`src/rtl/serial_frame_deser.sv`:
```
// Sync-hunting bit-to-byte frame deserializer with idle-timeout abort.
// Optional trailing mod-256 checksum byte when SERIAL_FRAME_CHECKSUM_EN is defined.
module serial_frame_deser #(
  parameter logic [15:0] SYNC_WORD = 16'hEB90,
  parameter int          FRAME_LEN = 256,
  parameter int          TIMEOUT   = 4096
) (
  input  logic        clk,
  input  logic        RST,
  input  logic        bit_in,
  input  logic        bit_en,
  output logic [7:0]  byte_out,
  output logic        byte_vld,
  output logic        sof,
  output logic        eof,
  output logic        frame_ok,
  output logic        frame_err,
  output logic        locked,
  output logic [15:0] frame_cnt
);

  localparam int             IW        = $clog2(TIMEOUT);
  localparam logic [IW-1:0]  IDLE_LAST = IW'(TIMEOUT - 1);
  localparam logic [15:0]    LAST_IDX  = 16'(FRAME_LEN - 1);

`ifdef SERIAL_FRAME_CHECKSUM_EN
  typedef enum logic [1:0] {ST_HUNT, ST_PAYLOAD, ST_CHECK} state_t;
  logic [7:0]    r_sum;
`else
  typedef enum logic [1:0] {ST_HUNT, ST_PAYLOAD} state_t;
`endif

  state_t        r_state;
  logic [14:0]   r_sync_sr;
  logic [6:0]    r_byte_sr;
  logic [2:0]    r_bit_cnt;
  logic [15:0]   r_byte_cnt;
  logic [IW-1:0] r_idle;

  logic [15:0]   w_sync_next;
  logic [7:0]    w_byte_next;
  logic          w_byte_done;
  logic          w_idle_hit;

  assign w_sync_next = {r_sync_sr, bit_in};
  assign w_byte_next = {r_byte_sr, bit_in};
  assign w_byte_done = bit_en && (r_bit_cnt == 3'd7);
  // A strobe in the cycle the idle count would expire always wins.
  assign w_idle_hit  = !bit_en && (r_idle == IDLE_LAST);

  always_ff @(posedge clk or posedge RST) begin
    if (RST) begin
      r_state    <= ST_HUNT;
      r_sync_sr  <= '0;
      r_byte_sr  <= '0;
      r_bit_cnt  <= '0;
      r_byte_cnt <= '0;
      r_idle     <= '0;
`ifdef SERIAL_FRAME_CHECKSUM_EN
      r_sum      <= '0;
`endif
      byte_out   <= '0;
      byte_vld   <= 1'b0;
      sof        <= 1'b0;
      eof        <= 1'b0;
      frame_ok   <= 1'b0;
      frame_err  <= 1'b0;
      locked     <= 1'b0;
      frame_cnt  <= '0;
    end else begin
      byte_vld  <= 1'b0;
      sof       <= 1'b0;
      eof       <= 1'b0;
      frame_ok  <= 1'b0;
      frame_err <= 1'b0;

      if (bit_en)
        r_idle <= '0;
      else if (r_idle != IDLE_LAST)
        r_idle <= r_idle + 1'b1;

      case (r_state)
        ST_HUNT: begin
          if (bit_en) begin
            if (w_sync_next == SYNC_WORD) begin
              // Shift register is cleared here so the next hunt starts fresh.
              r_state    <= ST_PAYLOAD;
              locked     <= 1'b1;
              r_sync_sr  <= '0;
              r_bit_cnt  <= '0;
              r_byte_cnt <= '0;
`ifdef SERIAL_FRAME_CHECKSUM_EN
              r_sum      <= '0;
`endif
            end else begin
              r_sync_sr <= w_sync_next[14:0];
            end
          end
        end

        ST_PAYLOAD: begin
          if (bit_en) begin
            r_bit_cnt <= r_bit_cnt + 3'd1;
            r_byte_sr <= w_byte_next[6:0];
            if (w_byte_done) begin
              byte_out   <= w_byte_next;
              byte_vld   <= 1'b1;
              sof        <= (r_byte_cnt == 16'd0);
              eof        <= (r_byte_cnt == LAST_IDX);
              r_byte_cnt <= r_byte_cnt + 16'd1;
`ifdef SERIAL_FRAME_CHECKSUM_EN
              r_sum      <= r_sum + w_byte_next;
              if (r_byte_cnt == LAST_IDX)
                r_state <= ST_CHECK;
`else
              if (r_byte_cnt == LAST_IDX) begin
                r_state   <= ST_HUNT;
                locked    <= 1'b0;
                frame_ok  <= 1'b1;
                frame_cnt <= frame_cnt + 16'd1;
              end
`endif
            end
          end else if (w_idle_hit) begin
            r_state   <= ST_HUNT;
            locked    <= 1'b0;
            frame_err <= 1'b1;
          end
        end

`ifdef SERIAL_FRAME_CHECKSUM_EN
        ST_CHECK: begin
          if (bit_en) begin
            r_bit_cnt <= r_bit_cnt + 3'd1;
            r_byte_sr <= w_byte_next[6:0];
            if (w_byte_done) begin
              r_state <= ST_HUNT;
              locked  <= 1'b0;
              if (w_byte_next == r_sum) begin
                frame_ok  <= 1'b1;
                frame_cnt <= frame_cnt + 16'd1;
              end else begin
                frame_err <= 1'b1;
              end
            end
          end else if (w_idle_hit) begin
            r_state   <= ST_HUNT;
            locked    <= 1'b0;
            frame_err <= 1'b1;
          end
        end
`endif

        default: begin
          r_state <= ST_HUNT;
          locked  <= 1'b0;
        end
      endcase
    end
  end

endmodule

```
`config.mk`:
```
export PLATFORM = sky130hd
export DESIGN_NAME = serial_frame_deser
export DESIGN_NICKNAME = d
export VERILOG_FILES = /design/src/rtl/serial_frame_deser.sv
export SDC_FILE = /design/constraint.sdc
export NUM_CORES = 1
export LEC_CHECK = 0
export BUFFER_PORTS_ARGS = -buffer_cell sky130_fd_sc_hd__buf_2
export CORE_ASPECT_RATIO = 2
export CORE_UTILIZATION = 25
export CTS_CLUSTER_DIAMETER = 150
export DETAILED_ROUTE_END_ITERATION = 8
export PLACE_DENSITY_LB_ADDON = 0.2
export SKIP_LAST_GASP = 1
export SLEW_MARGIN = 0
export SYNTH_ARGS = -nofsm -noshare
export SYNTH_HDL_FRONTEND = slang
export SYNTH_SLANG_ARGS = --single-unit
```
`constraint.sdc`:
```
create_clock -name clk -period 7.5 [get_ports clk]
set_clock_uncertainty 0.2 [all_clocks]
set_input_delay 0.75 -clock clk [delete_from_list [all_inputs] [get_ports clk]]
set_output_delay 0.75 -clock clk [all_outputs]
set_load 0.03 [all_outputs]
```
==> results_dict.tcl <==
set metrics [dict create \
    fin_nets 367 \
    worst_slew_pin_slew_ps 756 \
    crit_path_start "r_bit_cnt[0]$_DFFE_PP0P_" \
    synthToLayoutAreaGrowth_pct 18.5 \
    grt_pass1_wl_um 13500 \
    rr_endpoint "r_byte_cnt[14]$_DFFE_PP0P_" \
    drc 0 \
    grt_antenna_before_repair 0 \
    tns_ps 0 \
    layout_commonest_cell "dfrtp_1" \
    grt_pass1_vias 2680 \
    cts.clk_slew.worst_paths_ps 60 \
    place_area_um2 4110 \
    hold_path.class "in2async" \
    io_buffers 33 \
    max_freq_mhz 401 \
    r2r-start "r_bit_cnt[0]$_DFFE_PP0P_" \
    routedWlPerCell_um 14.3 \
    power_density_nw_per_um2 228 \
    layout-drive-gt1-share_pct 23.5 \
    max_slew_margin_pct 49.6 \
    clkSinkCount 82 \
    overflow 0 \
    ys_async_sr_fraction_pct 100 \
    grt_usage_pct 11.4 \
    vias 2643 \
    antennaDiodeCount 0 \
    criticalPathCategory "reg2reg" \
    layout_common_cells "dfrtp_1 (82), buf_2 (33), mux2_2 (25)" \
    rsz0062_at_grt "no" \
    synth.area.top_cells "dfrtp_1 (55%), mux2_2 (7.5%), xnor2_1 (3.5%), xor2_1 (2.8%), nor2_1 (2.4%)" \
    setup_ws_ps 5010 \
    hold_viol 0 \
    ff2ff_path_depth 6 \
    seq_area_frac_synth_pct 54.7 \
    netlist_area_um2 3750 \
    cts_setup_buffers 0 \
    ctsResizeCount 0 \
    ant_nets 0 \
    syn_nets 332 \
    drt_iter0_markers 129 \
    clockRootBuffer "clkbuf_16" \
    cts_hold_buffers 0 \
    synth_top_area_share_pct 54.7 \
    cp.arrival_ps 2550 \
    ys.warnings.count 0 \
    grt_max_degree 58 \
    cts_buffer_depth 2 \
    gp_congestion 0.743 \
    setup_viol 0 \
    total_power_mw 1.01 \
    clock_latency_ps 340 \
    yosys.area.top_type "dfrtp_1" \
    status "complete, no violations" \
    ys_seq_elements 82 \
    num_rows 63 \
    maxCapViolCount 0 \
    synthCells 322 \
    finalCriticalPeriod_ps 2490 \
    worstSetupStartpointType "register" \
    syn_avg_cell_area_um2 11.6 \
    finalCritPeriodShare_pct 33.2 \
    end_kind "register" \
    fp.dieH_um 175 \
    slew_viol_final 0 \
    ys.flop_type "dfrtp_1" \
    dpl_worst_slack_ps 4660 \
    ys_types 48 \
    cts_tree "built" \
    totalWireLength_um 7970 \
    fin_area_um2 4440 \
    r2r_slack_ps 5010 \
    nFillCells 1533 \
    p_leak_nw 2.09 \
    final_util_pct 30.2 \
    fp.coreArea_um2 14700 \
    die_x_um 88.6 \
    critPathMaxFanout 10 \
    drtPass1Iterations 4 \
    die_area_um2 15500 \
    required_ps 7550 \
    synth_edf_count 0 \
    start_util_pct 25.4 \
    hpwl_um 5660 \
    io_pins 34 \
    max-vdd-ir-drop_mv 0.175 \
    cts_buffers 9 \
    routed_via_density 4.75 \
    htreeDepth 3 \
]
==> layout make-up <==
type                    count  area [um2]  area share [%]
flip-flops and latches     82        2050            46.2
multi-input cells         219        1590            35.9
well taps                 195         244            5.49
clock buffers              10         239            5.38
repair buffers             35         180            4.05
clock inverters             6        96.3            2.17
inverters                  10        38.8           0.873
==> synth_stat cells, drive strengths merged, types with 4 or more instances <==
cell and instances:
or3 5, and3 7, nor4 9, xor2 12
nand4 14, and4 5, a22o 9, o31ai 5
o21ai 4, ha 6, mux2 25, a31oi 5
nand3 17, a21oi 6, dfrtp 82, nand2 16
buf 8, or4 4, nor2 24, xnor2 15
nor3 10, inv 10
==> registers in the layout, summed over array words and instances, names as in the netlist <==
| register | count |
|---|---|
| byte_vld | 1 |
| frame_err | 1 |
| byte_out | 8 |
| r_bit_cnt | 3 |
| sof | 1 |
| r_byte_cnt | 16 |
| r_sync_sr | 15 |
| locked | 1 |
| r_idle | 12 |
| frame_cnt | 16 |
| r_byte_sr | 7 |
| eof | 1 |
==> where the power goes <==
part / total, mW / switching [mW] / internal (mW) / leakage (nW)
clock: 0.493 / 0.188 / 0.305 / 0.161
combinational: 0.0407 / 0.0209 / 0.0198 / 0.815
sequential: 0.477 / 0.0150 / 0.462 / 1.12
total: 1.01 / 0.224 / 0.787 / 2.09
==> metal layers <==
| metal | global-route usage (%) | routed length (um) | vias up |
|---|---|---|---|
| met5 | 0 | 0 | - |
| met4 | 5.51 | 245 | 0 |
| met3 | 2.79 | 207 | 18 |
| met2 | 19.3 | 4300 | 45 |
| met1 | 13.1 | 3220 | 1332 |
| li1 | - | - | 1248 |
==> worst max path at each step <==
stage                                             to  slack, ps
after floorplan              byte_out[0]$_DFFE_PP0P_       4440
after global routing      r_byte_cnt[14]$_DFFE_PP0P_       4810
final                     r_byte_cnt[14]$_DFFE_PP0P_       5010
after global placement    r_byte_cnt[14]$_DFFE_PP0P_       4690
after CTS                 r_byte_cnt[14]$_DFFE_PP0P_       4990
after detailed placement   r_byte_cnt[2]$_DFFE_PP0P_       4660
==> worst max-delay path: stages (launching register included) <==
cell	delay, ps
dfrtp_1	380
ha_1	170
ha_1	340
nand4_4	220
or3_1	570
or3_1	380
a21oi_1	160
==> logic make-up after synthesis <==
kind of cell | after synthesis | share of synthesized area [%]
and+or+nand+nor | 122 | 19.1
xor gates and xnor gates | 27 | 6.30
AOI/OAI and AO/OA | 38 | 7.27
adders and majority gates | 6 | 2.00
muxes | 26 | 7.77
buffers and inverters | 21 | 2.80
DFF | 82 | 54.7
==> per-stage QoR <==
stage / std cells / hold WS [ps]
after floorplan: 322 / 270
after global placement: 541 / 259
after detailed placement: 541 / 260
after CTS: 557 / 194
after global routing: 557 / 229
final: 557 / 197
(Power assumes the default switching activity.)
